### src/rtl/uart_tx_arbiter.sv
// rtl/uart_tx_arbiter.sv - round-robin sharing of one UART transmit path among NREQ requesters; optional WAIT timeout under TX_TIMEOUT_EN
module uart_tx_arbiter #(
    parameter int NREQ        = 4,
    parameter int TIMEOUT_CYC = 65535
) (
    input  logic                    clk,
    input  logic                    rst,
    input  logic [NREQ-1:0]         req,
    input  logic [8*NREQ-1:0]       req_data,
    output logic [NREQ-1:0]         ack,
    output logic                    trmt,
    output logic [7:0]              resp,
    input  logic                    tx_done,
    output logic                    busy,
    output logic [$clog2(NREQ)-1:0] grant_id,
    output logic                    tx_err
);

    localparam int IDW = $clog2(NREQ);

    typedef enum logic [1:0] {
        IDLE = 2'd0,
        XMIT = 2'd1,
        WAIT = 2'd2,
        ACK  = 2'd3
    } state_t;

    state_t         r_state;
    state_t         w_next;
    logic [IDW-1:0] r_grant_id;
    logic [IDW-1:0] r_ptr;
    logic [7:0]     r_resp;
    logic           r_tx_done_q;
    logic [IDW-1:0] w_sel;
    logic [IDW-1:0] w_cand;
    logic           w_found;
    logic [7:0]     w_byte;
    logic           w_tx_rise;
    logic           w_timeout;

    // Reject out-of-range parameters at elaboration.
    if (NREQ < 2 || NREQ > 8 || TIMEOUT_CYC < 1 || TIMEOUT_CYC > 65535) begin : g_param_check
        $error("uart_tx_arbiter: NREQ or TIMEOUT_CYC out of range");
    end

    // Only a fresh rising edge counts as completion, so a tx_done left high
    // by the previous byte cannot complete the current one.
    assign w_tx_rise = tx_done & ~r_tx_done_q;

    // Round-robin search: first set req bit strictly after the pointer, with wrap.
    always_comb begin
        w_found = 1'b0;
        w_sel   = '0;
        w_cand  = '0;
        for (int k = 1; k <= NREQ; k++) begin
            w_cand = IDW'((int'(r_ptr) + k) % NREQ);
            if (!w_found && req[w_cand]) begin
                w_found = 1'b1;
                w_sel   = w_cand;
            end
        end
    end

    // Byte of the selected requester.
    always_comb begin
        w_byte = 8'h00;
        for (int i = 0; i < NREQ; i++) begin
            if (w_sel == IDW'(i)) begin
                w_byte = req_data[8*i +: 8];
            end
        end
    end

    // State register.
    always_ff @(posedge clk) begin
        if (rst) begin
            r_state <= IDLE;
        end else begin
            r_state <= w_next;
        end
    end

    // Next-state logic and per-state strobes.
    always_comb begin
        w_next = r_state;
        trmt   = 1'b0;
        busy   = 1'b1;
        ack    = '0;
        unique case (r_state)
            IDLE: begin
                busy = 1'b0;
                if (w_found) begin
                    w_next = XMIT;
                end
            end
            XMIT: begin
                trmt   = 1'b1;
                w_next = WAIT;
            end
            WAIT: begin
                if (w_tx_rise || w_timeout) begin
                    w_next = ACK;
                end
            end
            ACK: begin
                ack[r_grant_id] = 1'b1;
                w_next          = IDLE;
            end
            default: w_next = IDLE;
        endcase
    end

    // Grant capture, completion edge history and fairness pointer.
    always_ff @(posedge clk) begin
        if (rst) begin
            r_grant_id  <= '0;
            r_resp      <= 8'h00;
            r_ptr       <= IDW'(NREQ - 1);
            r_tx_done_q <= 1'b0;
        end else begin
            if (r_state == IDLE && w_found) begin
                r_grant_id <= w_sel;
                r_resp     <= w_byte;
            end
            // XMIT also samples so a level already high at start is treated as stale.
            if (r_state == XMIT || r_state == WAIT) begin
                r_tx_done_q <= tx_done;
            end
            if (r_state == ACK) begin
                r_ptr <= r_grant_id;
            end
        end
    end

`ifdef TX_TIMEOUT_EN
    localparam logic [15:0] TIMEOUT_LAST = 16'(TIMEOUT_CYC - 1);

    logic [15:0] r_wait_cnt;
    logic        r_timeout;

    // WAIT cycle counter and sticky abort flag for the current byte.
    always_ff @(posedge clk) begin
        if (rst) begin
            r_wait_cnt <= 16'd0;
            r_timeout  <= 1'b0;
        end else if (r_state == XMIT) begin
            r_wait_cnt <= 16'd0;
            r_timeout  <= 1'b0;
        end else if (r_state == WAIT) begin
            r_wait_cnt <= r_wait_cnt + 16'd1;
            if (w_timeout && !w_tx_rise) begin
                r_timeout <= 1'b1;
            end
        end
    end

    assign w_timeout = (r_state == WAIT) && (r_wait_cnt == TIMEOUT_LAST);
    assign tx_err    = (r_state == ACK) && r_timeout;
`else
    assign w_timeout = 1'b0;
    assign tx_err    = 1'b0;
`endif

    assign resp     = r_resp;
    assign grant_id = r_grant_id;

endmodule

### config.mk
export PLATFORM = sky130hd
export DESIGN_NAME = uart_tx_arbiter
export DESIGN_NICKNAME = d
export VERILOG_FILES = /design/src/rtl/uart_tx_arbiter.sv
export SDC_FILE = /design/constraint.sdc
export NUM_CORES = 1
export LEC_CHECK = 0
export ABC_CLOCK_PERIOD_IN_PS = 2400
export BUFFER_PORTS_ARGS = -buffer_cell sky130_fd_sc_hd__buf_4
export CORE_ASPECT_RATIO = 2
export CORE_UTILIZATION = 36
export DETAILED_ROUTE_END_ITERATION = 12
export MAX_ROUTING_LAYER = met4
export PLACE_DENSITY = 0.65
export SYNTH_ARGS = -nofsm -noshare
export SYNTH_HDL_FRONTEND = slang
export SYNTH_SLANG_ARGS = --single-unit
export TNS_END_PERCENT = 10
### constraint.sdc
create_clock -name clk -period 2.4 [get_ports clk]
set_input_delay 0.24 -clock clk [delete_from_list [all_inputs] [get_ports clk]]
set_output_delay 0.24 -clock clk [all_outputs]
set_load 0.05 [all_outputs]
# Word-level counts from Yosys, hierarchy flattened
# Index checks and enable logic that the tools add are counted.
dict set report word_totals {
  ff_bits 15
  in_bits 39
  elab_cells 65
}
dict set report classes {
  n_addsub 4
  magnitude_cmp 6
  n_eq_ne 8
  muxes 28
  bitwise_logic 2
  reduce_logical 12
}
# operator n
set ops {}
lappend ops {{$mux W8} 4}
lappend ops {{$lt A2 B3 Y1 const B} 5}
lappend ops {{$mux W2} 6}
lappend ops {{$mux W1} 11}
lappend ops {{$bmux W1 S2} 4}
lappend ops {{$eq A2 B2 Y1 const B} 4}
lappend ops {{$pmux W2 S4} 1}
lappend ops {{$logic_and A1 B1 Y1} 5}
lappend ops {{$add A2 B1 Y2 const B} 2}
lappend ops {{$add A2 B2 Y2 const B} 2}
lappend ops {{$eq A2 B1 Y1 const B} 2}
lappend ops {{$logic_not A2 Y1} 2}
lappend ops {{$mux W4} 1}
lappend ops {{$ne A2 B2 Y1 const B} 2}
lappend ops {{$logic_not A1 Y1} 3}
lappend ops {{$demux W1 S2} 1}
lappend ops {{$ge A2 B1 Y1 const B} 1}
lappend ops {{$reduce_and A2 Y1} 1}
lappend ops {{$and A1 B1 Y1} 1}
lappend ops {{$logic_or A1 B1 Y1} 1}
lappend ops {{$not A1 Y1} 1}

# Depth between registers and ports, before layout
# Gate-level depths: netlist (run 1).
dict set report depth {
  word_depth 18
  ltp_mapped 7
}

# Least setup slack after synthesis (run 1)
# No wires, ideal clock.
dict set report synth_timing {
  path_type {reg2out}
  from {register r_state[0]}
  to {output ack[0]}
  arrival_ns 1.771
  path_slack_ns 0.389
  path_stages_with_launch 3
  path_buffers 0
  cell_sequence {dfxtp_1 ha_1 nor3b_1}
}
dict set report synth_via {
  elab_chain_len 2
}
# element line_no
set synth_rtl {}
lappend synth_rtl {{start: declaration} 28} ;# state_t r_state;
lappend synth_rtl {{start signal: assignment} 79} ;# r_state <= w_next;
lappend synth_rtl {{$eq A2 B2 Y1} 89} ;# unique case (r_state)
lappend synth_rtl {{$mux W4} 89}
lappend synth_rtl {{end: declaration} 10} ;# output logic [NREQ-1:0] ack,
# Every way passes these cells.

# Worst setup path after layout (run 1)
dict set report layout_timing {
  from {register r_ptr[1]}
  to {register r_resp[7] (netlist: resp[7])}
}
dict set report layout_via {
  elab_chain_len 18
  word_cells_on_any_way 35
  cone_classes {add/sub: 4; eq/ne: 3; mux: 20; reduce/logical: 8}
}
# element line_no
set layout_rtl {}
lappend layout_rtl {{start: declaration} 31} ;# logic [IDW-1:0] r_ptr;
lappend layout_rtl {{start signal: assignment} 118} ;# r_ptr <= IDW'(NREQ - 1);
lappend layout_rtl {{start signal: assignment} 130} ;# r_ptr <= r_grant_id;
lappend layout_rtl {{$add A2 B1 Y2} 56} ;# w_cand = IDW'((int'(r_ptr) + k) % NREQ);
lappend layout_rtl {{$bmux W1 S2} 57} ;# if (!w_found && req[w_cand]) begin
lappend layout_rtl {{$mux W1 (implied by the code)} 57}
lappend layout_rtl {{$mux W1} 57}
lappend layout_rtl {{$logic_not A1 Y1} 57}
lappend layout_rtl {{$logic_and A1 B1 Y1} 57}
lappend layout_rtl {{$mux W1} 57}
lappend layout_rtl {{$logic_not A1 Y1} 57}
lappend layout_rtl {{$logic_and A1 B1 Y1} 57}
lappend layout_rtl {{$mux W1} 57}
lappend layout_rtl {{$logic_not A1 Y1} 57}
lappend layout_rtl {{$logic_and A1 B1 Y1} 57}
lappend layout_rtl {{$mux W2} 57}
lappend layout_rtl {{$logic_not A2 Y1} 68} ;# if (w_sel == IDW'(i)) begin
lappend layout_rtl {{$mux W8 (4 in series)} 68}
lappend layout_rtl {{end signal: assignment} 123} ;# r_resp <= w_byte;
lappend layout_rtl {{end: declaration} 32} ;# logic [7:0] r_resp;
# Several ways; a longest one is shown, not always the timed one. The select of a mux whose other input is x is not followed.
# A chain may end at the register's enable or synchronous reset.

==> results of run 1 <==
## state kept, by name, indices dropped and copies added, names as in the netlist
register,count
r_tx_done_q,1
r_state,2
r_ptr,2
resp,8
grant_id,2
## logic make-up (layout without fill, tap and decap cells)
kind of cell / after synthesis / in the layout / synth area share (%)
buf+inv: 16 / 72 / 7.66
mux: 12 / 12 / 13.5
flops: 15 / 15 / 29.2
fa+ha+maj: 4 / 4 / 4.86
other cells: 1 / 1 / 0.364
simple gates: 25 / 25 / 12.5
compound gates: 36 / 36 / 32.0
## per-stage QoR
| step | instance area (µm²) | utilization [%] |
|---|---|---|
| after floorplan | 1030 | - |
| after global placement | 1450 | 52.9 |
| after detailed placement | 1450 | 52.9 |
| after CTS | 1490 | 54.6 |
| after global routing | 1490 | 54.6 |
| final | 1490 | 54.6 |
## critical path: cells and delay by family, from the launching register on
| family | cells | cell delay (ps) |
|---|---|---|
| DFF | 1 | 490 |
| AOI/OAI and AO/OA | 3 | 880 |
| and+or+nand+nor | 2 | 620 |
## final cells by class
cell class	instances	area (µm²)	share of cell area, %
Clock buffer	4	45.0	3.02
Tap cell	29	36.3	2.43
Sequential cell	15	300	20.1
Timing Repair Buffer	55	413	27.6
Multi-Input combinational cell	78	651	43.6
Inverter	13	48.8	3.27
## metal layers
layer / part of all wire [%] / track usage [%]
met5: 0 / -
met4: 0.90 / 5.17
met3: 5.5 / 3.43
met2: 56 / 36.9
met1: 37 / 21.7
## placed cells by master, fill, tap and decap left out, drive strengths merged
master   count
a2111oi      8
a211oi       1
a21boi       1
a21oi        2
a221o        8
a22oi        1
a311o        1
a311oi       1
a31o         8
a32oi        1
and2         1
and2b        1
and3         1
and3b        1
buf         55
clkbuf       4
conb         1
dfxtp       15
ha           4
inv         13
mux2         9
mux2i        3
nand2        6
nand2b       2
nand3b       1
nor2        11
nor3b        1
o211ai       1
o21ai        1
o21bai       1
o221a        1
## power by group
group | leakage [µW] | total [µW] | switching, µW | internal, µW
combinational | 0.000610 | 987 | 621 | 366
clock | 0.0000228 | 205 | 87.6 | 117
sequential | 0.000124 | 421 | 74.1 | 347
## path summary, 6_finish.rpt
path | slack, ps | startpoint | to
setup / recovery | 360 | r_ptr[1] | resp[7]
hold / removal | 200 | rst | r_state[1]
setup reg to reg | 360 | r_ptr[1] | resp[7]
hold reg to reg | 480 | r_tx_done_q | r_tx_done_q
==> metrics.md, run 1 <==
| Metric | Value |
|---|---|
| First-pass GRT wire length | `4.50 mm` |
| Fin cells | `194` |
| Iter 0 DRT Violations | `23` |
| Final hold violations | `0` |
| CTS resizes | `0` |
| Peak supply drop | `637 µV` |
| Post-route clock period utilization | `85.0%` |
| Post-DR vias/cell | `5.47` |
| Maximum buffer depth of the clock tree | `2` |
| Nets@finish | `209` |
| Overall power | `1610 µW` |
| H-Tree Depth | `1` |
| Clock root buffer | `clkbuf_8` |
| TritonCTS Buffers | `3` |
| Flops & latches, synth | `15` |
| Post-synth ARST share | `0%` |
| Area grow syn2layout | `45.1%` |
| Crit-path cells | `nand2_1 > o21ai_1 > a311oi_1 > nor2_1 > a221o_1` |
| Hold WS | `203 ps` |
| Core area | `0.00274 mm²` |
| Diode count | `0` |
| Maximum number of pins on one net before global-route repair | `11` |
| Worst-path clk slew | `60 ps` |
| All-layer global routing usage | `20.6%` |
| Highest Clock Rate | `0.490 GHz` |
| # DRC | `0` |
| Largest cells by area after synthesis | `dfxtp_1 (29%), a221o_1 (7.8%), mux2_2 (7.7%), a2111oi_0 (6.8%), a31o_2 (6.8%)` |
| Yosys top cell by area | `dfxtp_1` |
| Initial DRT Pass Iterations | `3` |
| Starting density of the core | `37.6%` |
| Initial antenna violation count | `0` |
| Crit end category | `flip-flop` |
| Required time worst endpoint | `2590 ps` |
| Vias | `1061` |
| Die footprint | `0.00309 mm²` |
| Rel. slew slack | `58.4%` |
| Post-DP HPWL | `2.32 mm` |
| Setup ws final | `361 ps` |
| Number of global-route vias before repair | `1049` |
| Top Ports | `56` |
| Cts hold-fix bufs | `0` |
| Die Wd | `39.8 µm` |
| Count leader, synth | `dfxtp_1` |
| Share of cells above drive strength 1 | `48.5%` |
| Fillers | `255` |
| Leading cell types by count after synthesis | `dfxtp_1 (15), inv_1 (13), nor2_1 (11)` |
| Final Max Slew Viols | `0` |
| Sequential area share after synthesis | `29.2%` |
| CP max FO | `10` |
| Avg Inst Size Synth | `9.45 µm²` |
| Min-Delay Path Class | `primary input to flip-flop` |
| ANT nets after route | `0` |
| Pwr per Cell Area | `1080 mW/mm²` |
| Kind of critical path | `flip-flop to flip-flop` |
| Worst setup SP type | `flip-flop` |
| TritonCTS clock tree | `built` |
| Die height | `77.6 µm` |
| Clock skew | `1.23 ps` |
| Post-synthesis net count | `152` |
| Worst hold path depth | `2` |
| RD Place Congestion | `0.709` |
| Clk_lat worst skew | `240 ps` |
| Static Leakage | `0.000757 µW` |
| Status | `complete, no violations` |
| Synth unique cells | `33` |
| Synthesized cell area | `0.00103 mm²` |
| CP max stage delay | `510 ps` |
| Worst-Margin Slew | `622 ps` |
| Gr ovfl total | `0` |
| Max-Cap Viols | `0` |
| RSZ-0062 raised after global routing | `no` |
| # rows | `27` |
| Ys flop type | `dfxtp_1` |
| Crit path DAT | `2230 ps` |
| DP Worst Slack | `368 ps` |
| Worst Reg-to-Reg Cells | `5` |
| Final-report setup violation count | `0` |
| Clock Sinks | `15` |
| DP Cell Count | `190` |
| Post-synth EDFFs | `0` |
| Share of the synthesized area in the top cell type | `29.2%` |
| # port buffers | `54` |
| Setup TNS | `0 ps` |
| Post-CTS Repair Setup Buffers | `0` |
| Synth warn | `0` |
| Synthesized netlist cell count | `109` |
| Minimum clock period | `2040 ps` |
| WL per Instance | `14.3 µm` |
| Critical-path top delay cell | `nor2_1` |
| Total wire length | `2.78 mm` |
Power figures use the tool's default switching activity.
==> run 2, diff against run 1 <==
--- a/config.mk
+++ b/config.mk
@@ -5,7 +5,7 @@
 export SDC_FILE = /design/constraint.sdc
 export NUM_CORES = 1
 export LEC_CHECK = 0
-export ABC_CLOCK_PERIOD_IN_PS = 2400
+export ABC_CLOCK_PERIOD_IN_PS = 2000
 export BUFFER_PORTS_ARGS = -buffer_cell sky130_fd_sc_hd__buf_4
 export CORE_ASPECT_RATIO = 2
 export CORE_UTILIZATION = 36
==> constraint.sdc (replaced) <==
create_clock -name clk -period 2 [get_ports clk]
set_input_delay 0.2 -clock clk [delete_from_list [all_inputs] [get_ports clk]]
set_output_delay 0.2 -clock clk [all_outputs]
set_load 0.05 [all_outputs]
==> run 2 against run 1 <==
Power up 23%. Combinational power up 26%. Clock skew up 2.3 ps. Critical path type unchanged. Highest routed layer unchanged. Critical path depth up 1. Global-route usage up 0.76 points.
==> metrics.md, run 2 (synthesized netlist as in run 1, its figures left out) <==
| Metric | Value |
|---|---|
| Status | `complete, no violations` |
| # port buffers | `54 (unchanged)` |
| Final-report setup violation count | `0 (unchanged)` |
| Clk_lat worst skew | `240 ps (about the same)` |
| Worst hold path depth | `2 (unchanged)` |
| Worst r2r src | `r_ptr[1]` |
| RSZ-0062 raised after global routing | `no` |
| Fillers | `252 (-1.2%)` |
| Setup TNS | `0 ps (unchanged)` |
| Die height | `77.6 µm (unchanged)` |
| Highest Clock Rate | `0.528 GHz (+7.6%)` |
| Post-DP HPWL | `2.47 mm (+6.8%)` |
| Pwr per Cell Area | `1280 mW/mm² (+18%)` |
| Setup ws final | `105 ps (-256 ps)` |
| Rel. slew slack | `60.5% (+2.1 points)` |
| Iter 0 DRT Violations | `13 (-43%)` |
| Worst Hold Launch | `rst` |
| Post-DR vias/cell | `5.39 (-1.4%)` |
| Vias | `1084 (+2.2%)` |
| TritonCTS clock tree | `built` |
| DP Cell Count | `197 (+3.7%)` |
| Fin cells | `201 (+3.6%)` |
| WHS Endpoint | `r_tx_done_q` |
| ANT nets after route | `0 (unchanged)` |
| Die Wd | `39.8 µm (unchanged)` |
| Commonest cells after routing, fill and taps aside | `buf_4 (62), dfxtp_1 (15), inv_1 (13)` |
| Final Max Slew Viols | `0 (unchanged)` |
| Area grow syn2layout | `51.0%` |
| Worst setup startpoint | `r_ptr[1]` |
| Initial antenna violation count | `0 (unchanged)` |
| Worst setup SP type | `flip-flop` |
| Nets@finish | `216 (+3.3%)` |
| Clock root buffer | `clkbuf_8` |
| Hold WS | `173 ps (-29.9 ps)` |
| Starting density of the core | `37.6% (unchanged)` |
| Initial DRT Pass Iterations | `4 (+1)` |
| WL per Instance | `14.4 µm (+0.93%)` |
| Crit end category | `flip-flop` |
| Worst-Margin Slew | `591 ps (-31.1 ps)` |
| Maximum buffer depth of the clock tree | `2 (unchanged)` |
| Worst Reg-to-Reg Cells | `6 (+1)` |
| Die footprint | `0.00309 mm² (unchanged)` |
| FF-to-FF End | `resp[3]` |
| Largest register FFs | `8 (unchanged)` |
| Top Ports | `56 (unchanged)` |
| TritonCTS Buffers | `3 (unchanged)` |
| Number of global-route vias before repair | `1102 (+5.1%)` |
| Final hold violations | `0 (unchanged)` |
| Share of cells above drive strength 1 | `51.7% (+3.3 points)` |
| Most common cell after layout, fill and taps aside | `buf_4` |
| First-pass GRT wire length | `4.66 mm (+3.5%)` |
| # rows | `27 (unchanged)` |
| Kind of critical path | `flip-flop to flip-flop` |
| Total wire length | `2.90 mm (+4.6%)` |
| R2R Setup Slk | `110 ps (-260 ps)` |
| All-layer global routing usage | `21.4% (+0.76 points)` |
| Core area | `0.00274 mm² (unchanged)` |
| H-Tree Depth | `1 (unchanged)` |
| # DRC | `0 (unchanged)` |
| RD Place Congestion | `0.746 (+5.2%)` |
| Post-route clock period utilization | `94.7% (+9.8 points)` |
| Crit path DAT | `2020 ps (-210 ps)` |
| Static Leakage | `0.000790 µW (+4.4%)` |
| Worst-path clk slew | `60 ps (about the same)` |
| Peak supply drop | `631 µV (-0.99%)` |
| Clock skew | `3.50 ps (+2.27 ps)` |
| Max-Cap Viols | `0 (unchanged)` |
| Diode count | `0 (unchanged)` |
| CP max FO | `9 (-1)` |
| Maximum number of pins on one net before global-route repair | `10 (-1)` |
| Min-Delay Path Class | `primary input to flip-flop` |
| Required time worst endpoint | `2130 ps (-460 ps)` |
| Clock Sinks | `15 (unchanged)` |
| Cts hold-fix bufs | `0 (unchanged)` |
| DP Worst Slack | `21.6 ps (-346 ps)` |
| Gr ovfl total | `0 (unchanged)` |
| Minimum clock period | `1890 ps (-144 ps)` |
==> run 2: changes by cell type in the layout (fill, tap and decap cells not counted) <==
cell | before | now
nor2_1 | 11 | 10
a2111oi_0 | 8 | 7
nor2_2 | 0 | 1
buf_4 | 55 | 62
a2111oi_2 | 0 | 1
==> run 2: how the worst max path moves through the flow <==
| stage | slack, ps | to | cells past startpoint |
|---|---|---|---|
| 2_1_floorplan | 30 | ack[0] | 2 |
| 3_3_place_gp | 90 | resp[4] | 6 |
| 3_5_place_dp | 20 | resp[7] | 6 |
| 4_1_cts | 3 | resp[7] | 8 |
| 5_1_grt | 3 | resp[0] | 8 |
| 6_report | 110 | resp[3] | 6 |
==> run 2: final cells by class <==
cell class	count	area [µm²]	area share, %
multi-input combinational	78	659	42.4
timing repair buffer	62	465	29.9
sequential	15	300	19.3
inverter	13	48.8	3.14
clock buffer	4	45.0	2.90
tap	29	36.3	2.33
==> run 2: critical path, stage by stage, from the launching register on <==
cell	delay, ps
dfxtp_1	480
mux2_4	340
a22oi_4	160
buf_4	190
a2111oi_0	120
a31o_2	240
a221o_1	250
==> run 2: stage by stage <==
stage / total power (µW) / cell area, µm² / utilization (%)
2_1_floorplan: 1350 / 1030 / -
3_3_place_gp: 1720 / 1500 / 54.9
3_5_place_dp: 1750 / 1500 / 54.9
4_1_cts: 2000 / 1550 / 56.5
5_1_grt: 2110 / 1560 / 56.8
6_report: 1990 / 1560 / 56.8
==> run 2: repair_timing <==
| action | 4_1_cts | 5_1_grt |
|---|---|---|
| gates resized for setup | 0 | 3 |
| setup buffers | 0 | 0 |
| setup endpoints to repair | 0 | 8 |
==> run 2: per-layer routing <==
layer | global-route usage, % | share of wire (%)
met1 | 20.9 | 35
met2 | 40.8 | 58
met3 | 1.71 | 5.5
met4 | 5.17 | 0.45
met5 | - | 0
==> run 2: power by group <==
group / leakage (µW) / switching [µW] / internal [µW]
sequential: 0.000124 / 87.2 / 416
clock: 0.0000228 / 99.4 / 141
combinational: 0.000643 / 762 / 482
total: 0.000790 / 948 / 1040
